### src/rtl/uart_pkg.sv
// Shared UART definitions: FSM state encoding and parity mode constants.
// Used by both the transmitter and the receiver so that both encode state and parity the same way.
package uart_pkg;

    localparam logic [2:0] ST_IDLE   = 3'd0;
    localparam logic [2:0] ST_START  = 3'd1;
    localparam logic [2:0] ST_DATA   = 3'd2;
    localparam logic [2:0] ST_PARITY = 3'd3;
    localparam logic [2:0] ST_STOP   = 3'd4;

    typedef enum logic [2:0] {
        IDLE   = ST_IDLE,
        START  = ST_START,
        DATA   = ST_DATA,
        PARITY = ST_PARITY,
        STOP   = ST_STOP
    } state_t;

    localparam logic [1:0] PAR_NONE = 2'b00;
    localparam logic [1:0] PAR_EVEN = 2'b01;
    localparam logic [1:0] PAR_ODD  = 2'b10;

    // Mode 2'b11 is not a parity mode and behaves like PAR_NONE.
    function automatic logic parity_enabled(input logic [1:0] mode);
        return (mode == PAR_EVEN) || (mode == PAR_ODD);
    endfunction

endpackage

### src/rtl/uart_tx.sv
// UART transmitter: start, NB_DATA bits LSB first, optional parity, NB_STOP stop bits, timed by i_baud_tick.
// o_tx goes low 1 clk after acceptance; a start is only taken while o_tx_ready is high, otherwise dropped.
module uart_tx
    import uart_pkg::*;
#(
    parameter int         NB_DATA       = 8,
    parameter logic [1:0] PARITY_MODE   = 2'b00,
    parameter int         NB_STOP       = 1,
    parameter int         TICKS_PER_BIT = 16
) (
    input  logic               clk,
    input  logic               i_rst,
    input  logic               i_baud_tick,
    input  logic               i_tx_start,
    input  logic [NB_DATA-1:0] i_tx_data,
    output logic               o_tx,
    output logic               o_tx_ready,
    output logic               o_tx_busy,
    output logic               o_tx_done
);

    localparam int             TW         = (TICKS_PER_BIT > 1) ? $clog2(TICKS_PER_BIT) : 1;
    localparam logic [TW-1:0]  TICK_LAST  = TW'(TICKS_PER_BIT - 1);
    localparam logic [3:0]     DATA_LAST  = 4'(NB_DATA - 1);
    localparam logic [3:0]     STOP_LAST  = 4'(NB_STOP - 1);
    localparam logic           USE_PARITY = parity_enabled(PARITY_MODE);

    state_t             state_q, state_d;
    logic [TW-1:0]      tick_q, tick_d;
    logic [3:0]         bit_q, bit_d;
    logic [NB_DATA-1:0] shift_q, shift_d;
    logic               par_q, par_d;
    logic               tx_q, tx_d;
    logic               done_q, done_d;
    logic               period_end;

    assign period_end = i_baud_tick && (tick_q == TICK_LAST);

    always_comb begin
        state_d = state_q;
        tick_d  = tick_q;
        bit_d   = bit_q;
        shift_d = shift_q;
        par_d   = par_q;
        done_d  = 1'b0;
        tx_d    = 1'b1;

        // Ticks only count while a frame is in flight; the acceptance-cycle tick is dropped.
        if (state_q != IDLE && i_baud_tick) begin
            tick_d = period_end ? '0 : tick_q + 1'b1;
        end

        case (state_q)
            IDLE: begin
                if (i_tx_start) begin
                    state_d = START;
                    tick_d  = '0;
                    bit_d   = '0;
                    shift_d = i_tx_data;
                    par_d   = (^i_tx_data) ^ (PARITY_MODE == PAR_ODD);
                end
            end
            START: begin
                if (period_end) state_d = DATA;
            end
            DATA: begin
                if (period_end) begin
                    shift_d = shift_q >> 1;
                    if (bit_q == DATA_LAST) begin
                        bit_d   = '0;
                        state_d = USE_PARITY ? PARITY : STOP;
                    end else begin
                        bit_d = bit_q + 1'b1;
                    end
                end
            end
            PARITY: begin
                if (period_end) state_d = STOP;
            end
            STOP: begin
                if (period_end) begin
                    if (bit_q == STOP_LAST) begin
                        bit_d   = '0;
                        state_d = IDLE;
                        done_d  = 1'b1;
                    end else begin
                        bit_d = bit_q + 1'b1;
                    end
                end
            end
            default: state_d = IDLE;
        endcase

        // Line level is registered from the next state so o_tx never glitches.
        case (state_d)
            START:   tx_d = 1'b0;
            DATA:    tx_d = shift_d[0];
            PARITY:  tx_d = par_q;
            default: tx_d = 1'b1;
        endcase
    end

    always_ff @(posedge clk or posedge i_rst) begin
        if (i_rst) begin
            state_q <= IDLE;
            tick_q  <= '0;
            bit_q   <= '0;
            shift_q <= '0;
            par_q   <= 1'b0;
            tx_q    <= 1'b1;
            done_q  <= 1'b0;
        end else begin
            state_q <= state_d;
            tick_q  <= tick_d;
            bit_q   <= bit_d;
            shift_q <= shift_d;
            par_q   <= par_d;
            tx_q    <= tx_d;
            done_q  <= done_d;
        end
    end

    assign o_tx       = tx_q;
    assign o_tx_ready = (state_q == IDLE);
    assign o_tx_busy  = !o_tx_ready;
    assign o_tx_done  = done_q;

endmodule

### config.mk
export PLATFORM = sky130hd
export DESIGN_NAME = uart_tx
export DESIGN_NICKNAME = d
export VERILOG_FILES = /design/src/rtl/uart_pkg.sv /design/src/rtl/uart_tx.sv
export SDC_FILE = /design/constraint.sdc
export NUM_CORES = 1
export LEC_CHECK = 0
export ABC_AREA = 1
export BUFFER_PORTS_ARGS = -buffer_cell sky130_fd_sc_hd__buf_2
export CAP_MARGIN = 20
export CORE_UTILIZATION = 48
export DETAILED_ROUTE_END_ITERATION = 7
export HOLD_SLACK_MARGIN = 0.1
export PLACE_DENSITY = 0.64
export SLEW_MARGIN = 20
export SYNTH_ARGS = -nofsm -noshare
export SYNTH_HDL_FRONTEND = slang
export SYNTH_SLANG_ARGS = --single-unit
### constraint.sdc
create_clock -name clk -period 2.9 [get_ports clk]
set_clock_uncertainty 0.15 [all_clocks]
set_input_delay 0.58 -clock clk [delete_from_list [all_inputs] [get_ports clk]]
set_output_delay 0.58 -clock clk [all_outputs]
set_load 0.03 [all_outputs]
### Word-level counts from Yosys, hierarchy flattened

Index checks and enable logic that the tools add are counted.

| cells by class | value |
|---|---|
| equal/unequal tests | 12 |
| reductions and logical operators | 12 |
| multiplexer cells | 25 |
| add/subtract/negate cells | 2 |

Operator list:

| cell | count |
|---|---|
| $mux W4 | 9 |
| $mux W3 | 7 |
| $mux W8 | 2 |
| $pmux W8 S2 | 1 |
| $pmux W3 S5 | 1 |
| $eq A3 B2 Y1 const B | 4 |
| $pmux W4 S3 | 1 |
| $add A4 B1 Y4 const B | 2 |
| $reduce_xor A8 Y1 | 1 |
| $eq A3 B1 Y1 const B | 2 |
| $ne A2 B2 Y1 const B | 3 |
| $reduce_bool A3 Y1 | 2 |
| $eq A4 B3 Y1 const B | 1 |
| $eq A4 B4 Y1 const B | 1 |
| $logic_not A4 Y1 | 1 |
| $reduce_and A4 Y1 | 1 |
| $eq A3 B3 Y1 const B | 1 |
| $logic_not A3 Y1 | 1 |
| $mux W1 | 3 |
| $pmux W1 S3 | 1 |
| $reduce_and A3 Y1 | 1 |
| $logic_and A1 B1 Y1 | 2 |
| $reduce_and A2 Y1 | 1 |
| $reduce_bool A2 Y1 | 1 |
| $logic_not A1 Y1 | 1 |

| word-level totals | value |
|---|---|
| register bits after elaboration | 22 |
| input bits | 12 |
| logic and storage cells | 59 |

### Longest topological paths before layout

| depth | value |
|---|---|
| depth in word-level cells | 6 |
| gate-level depth with buffers | 9 |

### Least setup slack after synthesis

No wires, ideal clock.

| path | value |
|---|---|
| path kind | register to output |
| start | register state_q[2] |
| end | output o_tx_ready |
| data required time | 2.170 ns |
| path slack | 1.201 ns |
| path buffers | 0 |
| data arrival time | 0.969 ns |
| cell stages (with the launch flop) | 4 |
| path through | dfrtp_1 nor2_4 nand2_4 inv_1 |

| between the ends | value |
|---|---|
| cells in the longest elaborated chain, start to end | 1 |

Ends and longest elaborated chain:

| what | line | text |
|---|---|---|
| start, declared | uart_tx.sv:28 | `state_t state_q, state_d;` |
| start signal, assigned | uart_tx.sv:113 | `state_q <= state_d;` |
| $logic_not A3 Y1 | uart_tx.sv:124 | `assign o_tx_ready = (state_q == IDLE);` |
| end, declared | uart_tx.sv:17 | `output logic o_tx_ready,` |

No other way between the ends.

### Final worst setup path

Ends and elaborated chain as after synthesis.

==> run_results.csv <==
group,metric,value,unit
synthesis,synth.largest_area_cell,"dfrtp_1",
power_and_ir_drop,powerDensity,726.4,mW/mm^2
clock_tree,cts_hold_buf,0,
worst_setup_path,criticalPathCategory,"flop to output pin",
timing,holdWs,0.2686,ns
timing,finalCritPeriodShare,72.27,%
worst_setup_path,worstPathBufferInverterCount,2,
finish,fin_area,0.001475,mm^2
floorplanning,chipHeight,54.72,um
global_routing,grt_pass1_vias,1006,
power_and_ir_drop,clkPwrFrac,16.2,%
finish,multi_input_area,686.9,um^2
timing,rsz0062_at_grt,"false",
worst_hold_path,min_path_type,"primary input to asynchronous set/reset pin",
detailed_routing,vias_per_cell,5.226,
synthesis,synth_cell_type_count,28,
finish,drive_above_1_share,20.86,%
worst_setup_path,crit_slowest_cell,"dfrtp_1",
worst_setup_path,critPathArrivalTime,1.37,ns
timing,worst_pin_slew,0.8490,ns
finish,area_delta_synth_final,10.60,%
flow_run,cap_viol_max_count,0,
worst_setup_path,max_stage_delay,0.48,ns
timing,finalMaxSlewViolations,0,
worst_setup_path,setup.worst_path.start_class,"flop",
floorplanning,fp.dieW,54.72,um
place,dpl_cell_area,0.001439,mm^2
power_and_ir_drop,p_total,1.072,mW
floorplanning,die_area,0.002994,mm^2
clock_tree,ctsResizeCount,0,
power_and_ir_drop,switching_share,40.19,%
floorplanning,rows,18,
clock_tree,cts_root_buffer,"clkbuf_4",
floorplanning,core,0.002545,mm^2
finish,finish.net_count,203,
detailed_routing,vias,1134,
timing,finalSetupViolations,0,
synthesis,synth_seq_area_share,41.37,%
power_and_ir_drop,seq_power_share,45.0,%
synthesis,synth_top_area_share,39.40,%
worst_setup_path,crit_required,2.17,ns
global_routing,track_usage,20.40,%
synthesis,ys_warn_count,0,
clock_tree,cts_setup_buffers,0,
global_routing,overflow,0,
finish,area.sequential,551.8,um^2
power_and_ir_drop,power.internal,0.6409,mW
synthesis,syn_area,0.001334,mm^2
power_and_ir_drop,p_comb_share,38.9,%
place,dp_cells,213,
clock_tree,clock_latency,0.31,ns
detailed_routing,wl_per_cell,11.92,um
detailed_routing,wl,2586,um
finish,n_antenna_cell,0,
detailed_routing,drcViolationCount,0,
worst_setup_path,crit_family,"flip-flops",
detailed_routing,initialDrtViolationCount,20,
worst_setup_path,rrSetupSlack,1.29,ns
floorplanning,pin_count,16,
place,io_buffers,15,
synthesis,ys_ff_latch,22,
worst_setup_path,cp_max_fo,6,
clock_tree,cts_buffer_depth,2,
power_and_ir_drop,p_leak,0.7714,nW
global_routing,grt_max_degree,23,
synthesis,syn_avg_cell_area,7.892,um^2
place,dp_hpwl,1964,um
synthesis,synth_fp_nets,184,
floorplanning,start_util,52.41,%
global_routing,antenna_found_initial,0,
clock_tree,htree_num_levels,1,
synthesis,synth_area_leaders,"dfrtp_1 (39%), nand2_1 (13%), nand3_1 (5.3%), inv_1 (4.8%), o21ai_0 (4.5%)",
timing,max_freq,477.2,MHz
clock_tree,numClockSinks,22,
power_and_ir_drop,ir_drop,0.0004875,V
worst_setup_path,crit_chain,"nor2_4 > nand2_4 > inv_1 > buf_2",
worst_setup_path,end_kind,"output pin",
finish,num-fill-cells,258,
timing,hold_viol_final,0,
power_and_ir_drop,p_sw,0.4307,mW
outcome,status,"completed",
global_routing,grt_pass1_wl,4319,um
synthesis,postSynthCellCount,169,
detailed_routing,final_antenna_net_count,0,
finish,finalNonFillerCells,217,
timing,layout_min_cycle_time,2.096,ns
timing,setup-tns-final,0,ns
clock_tree,cts.clk_slew.worst_paths,0.13,ns
detailed_routing,drt_pass1_iterations,4,
clock_tree,cts_tree,"done",
place,gp_congestion,0.8379,
clock_tree,cts_made_buffers,3,
timing,relSlewSlack,43.34,%
[final cells by class]
cell class	count	area share, %
multi-input cells	124	46.57
clock buffers	4	2.460
inverters	22	5.937
repair buffers	15	5.089
well taps	30	2.545
flip-flops and latches	22	37.40
[synthesized netlist by cell type]
library cell   n
a21oi_1        4
a21oi_2        1
a22oi_1        4
buf_4          1
dfrtp_1       21
dfstp_2        1
ha_1           3
inv_1         17
inv_2          3
inv_4          2
nand2_1       46
nand2_2        6
nand2_4        1
nand3_1       14
nand3_2        1
nand4_1        2
nor2_1         8
nor2_2         1
nor2_4         2
nor2_8         1
nor3_1         2
nor3b_1        1
o211ai_1       3
o21ai_0       12
o21ai_1        2
o21ai_2        1
xnor2_1        4
xor2_1         5
[logic make-up after synthesis]
logic type | share of synthesized area (%)
fa+ha+maj | 2.815
flops | 41.37
simple gates | 30.77
xor+xnor | 5.910
compound gates | 12.01
buf+inv | 7.129
[registers in the layout (all words and copies together), names as in the netlist]
signal     flops
par_q          1
o_tx           1
tick_q         4
o_tx_done      1
state_q        3
bit_q          4
shift_q        8
[power by group through the flow]
stage	Combinational, mW	Clock (mW)	Sequential, mW
after floorplan	0.335	0	0.475
after global placement	0.408	0	0.485
after detailed placement	0.417	0	0.488
after CTS	0.419	0.182	0.481
after global routing	0.475	0.189	0.492
final	0.416	0.174	0.482
[cell usage in the layout, fill, tap and decap left out, drive strengths merged]
cell    instances
dfrtp          21
nor3b           1
xnor2           4
o211ai          3
buf            15
nand4           2
xor2            5
ha              3
nor3            2
nand3          15
a21oi           5
o21ai          15
a22oi           4
nand2          53
dfstp           1
clkbuf          4
nor2           12
inv            22
[per-stage QoR]
step / setup WS, ns / utilization (%)
2_1_floorplan: 1.201 / -
3_3_place_gp: 1.195 / 56.54
3_5_place_dp: 1.160 / 56.54
4_1_cts: 0.7899 / 57.96
5_1_grt: 0.7266 / 57.96
6_report: 0.8043 / 57.96
[routing by layer]
| layer | track usage (%) | vias up | share of wire (%) |
|---|---|---|---|
| met4 | 8.974 | 0 | 1.1 |
| met2 | 32.13 | 16 | 46 |
| met1 | 27.71 | 528 | 50 |
| met3 | 2.500 | 4 | 2.4 |
| li1 | - | 586 | - |
| met5 | 0 | - | 0 |
[worst paths after layout]
kind                                 startpoint                endpoint  depth (start not counted)
min                                       i_rst  shift_q[7]$_DFFE_PP0P_                          2
min reg2reg                   par_q$_DFFE_PP0P_       par_q$_DFFE_PP0P_                          2
max                        state_q[2]$_DFF_PP0_              o_tx_ready                          4
max reg2reg                 tick_q[0]$_DFF_PP0_  shift_q[4]$_DFFE_PP0P_                          7
max in group asynchronous                 i_rst     tick_q[3]$_DFF_PP0_                          2
min in group clk              par_q$_DFFE_PP0P_       par_q$_DFFE_PP0P_                          2
Power figures use the tool's default switching activity.
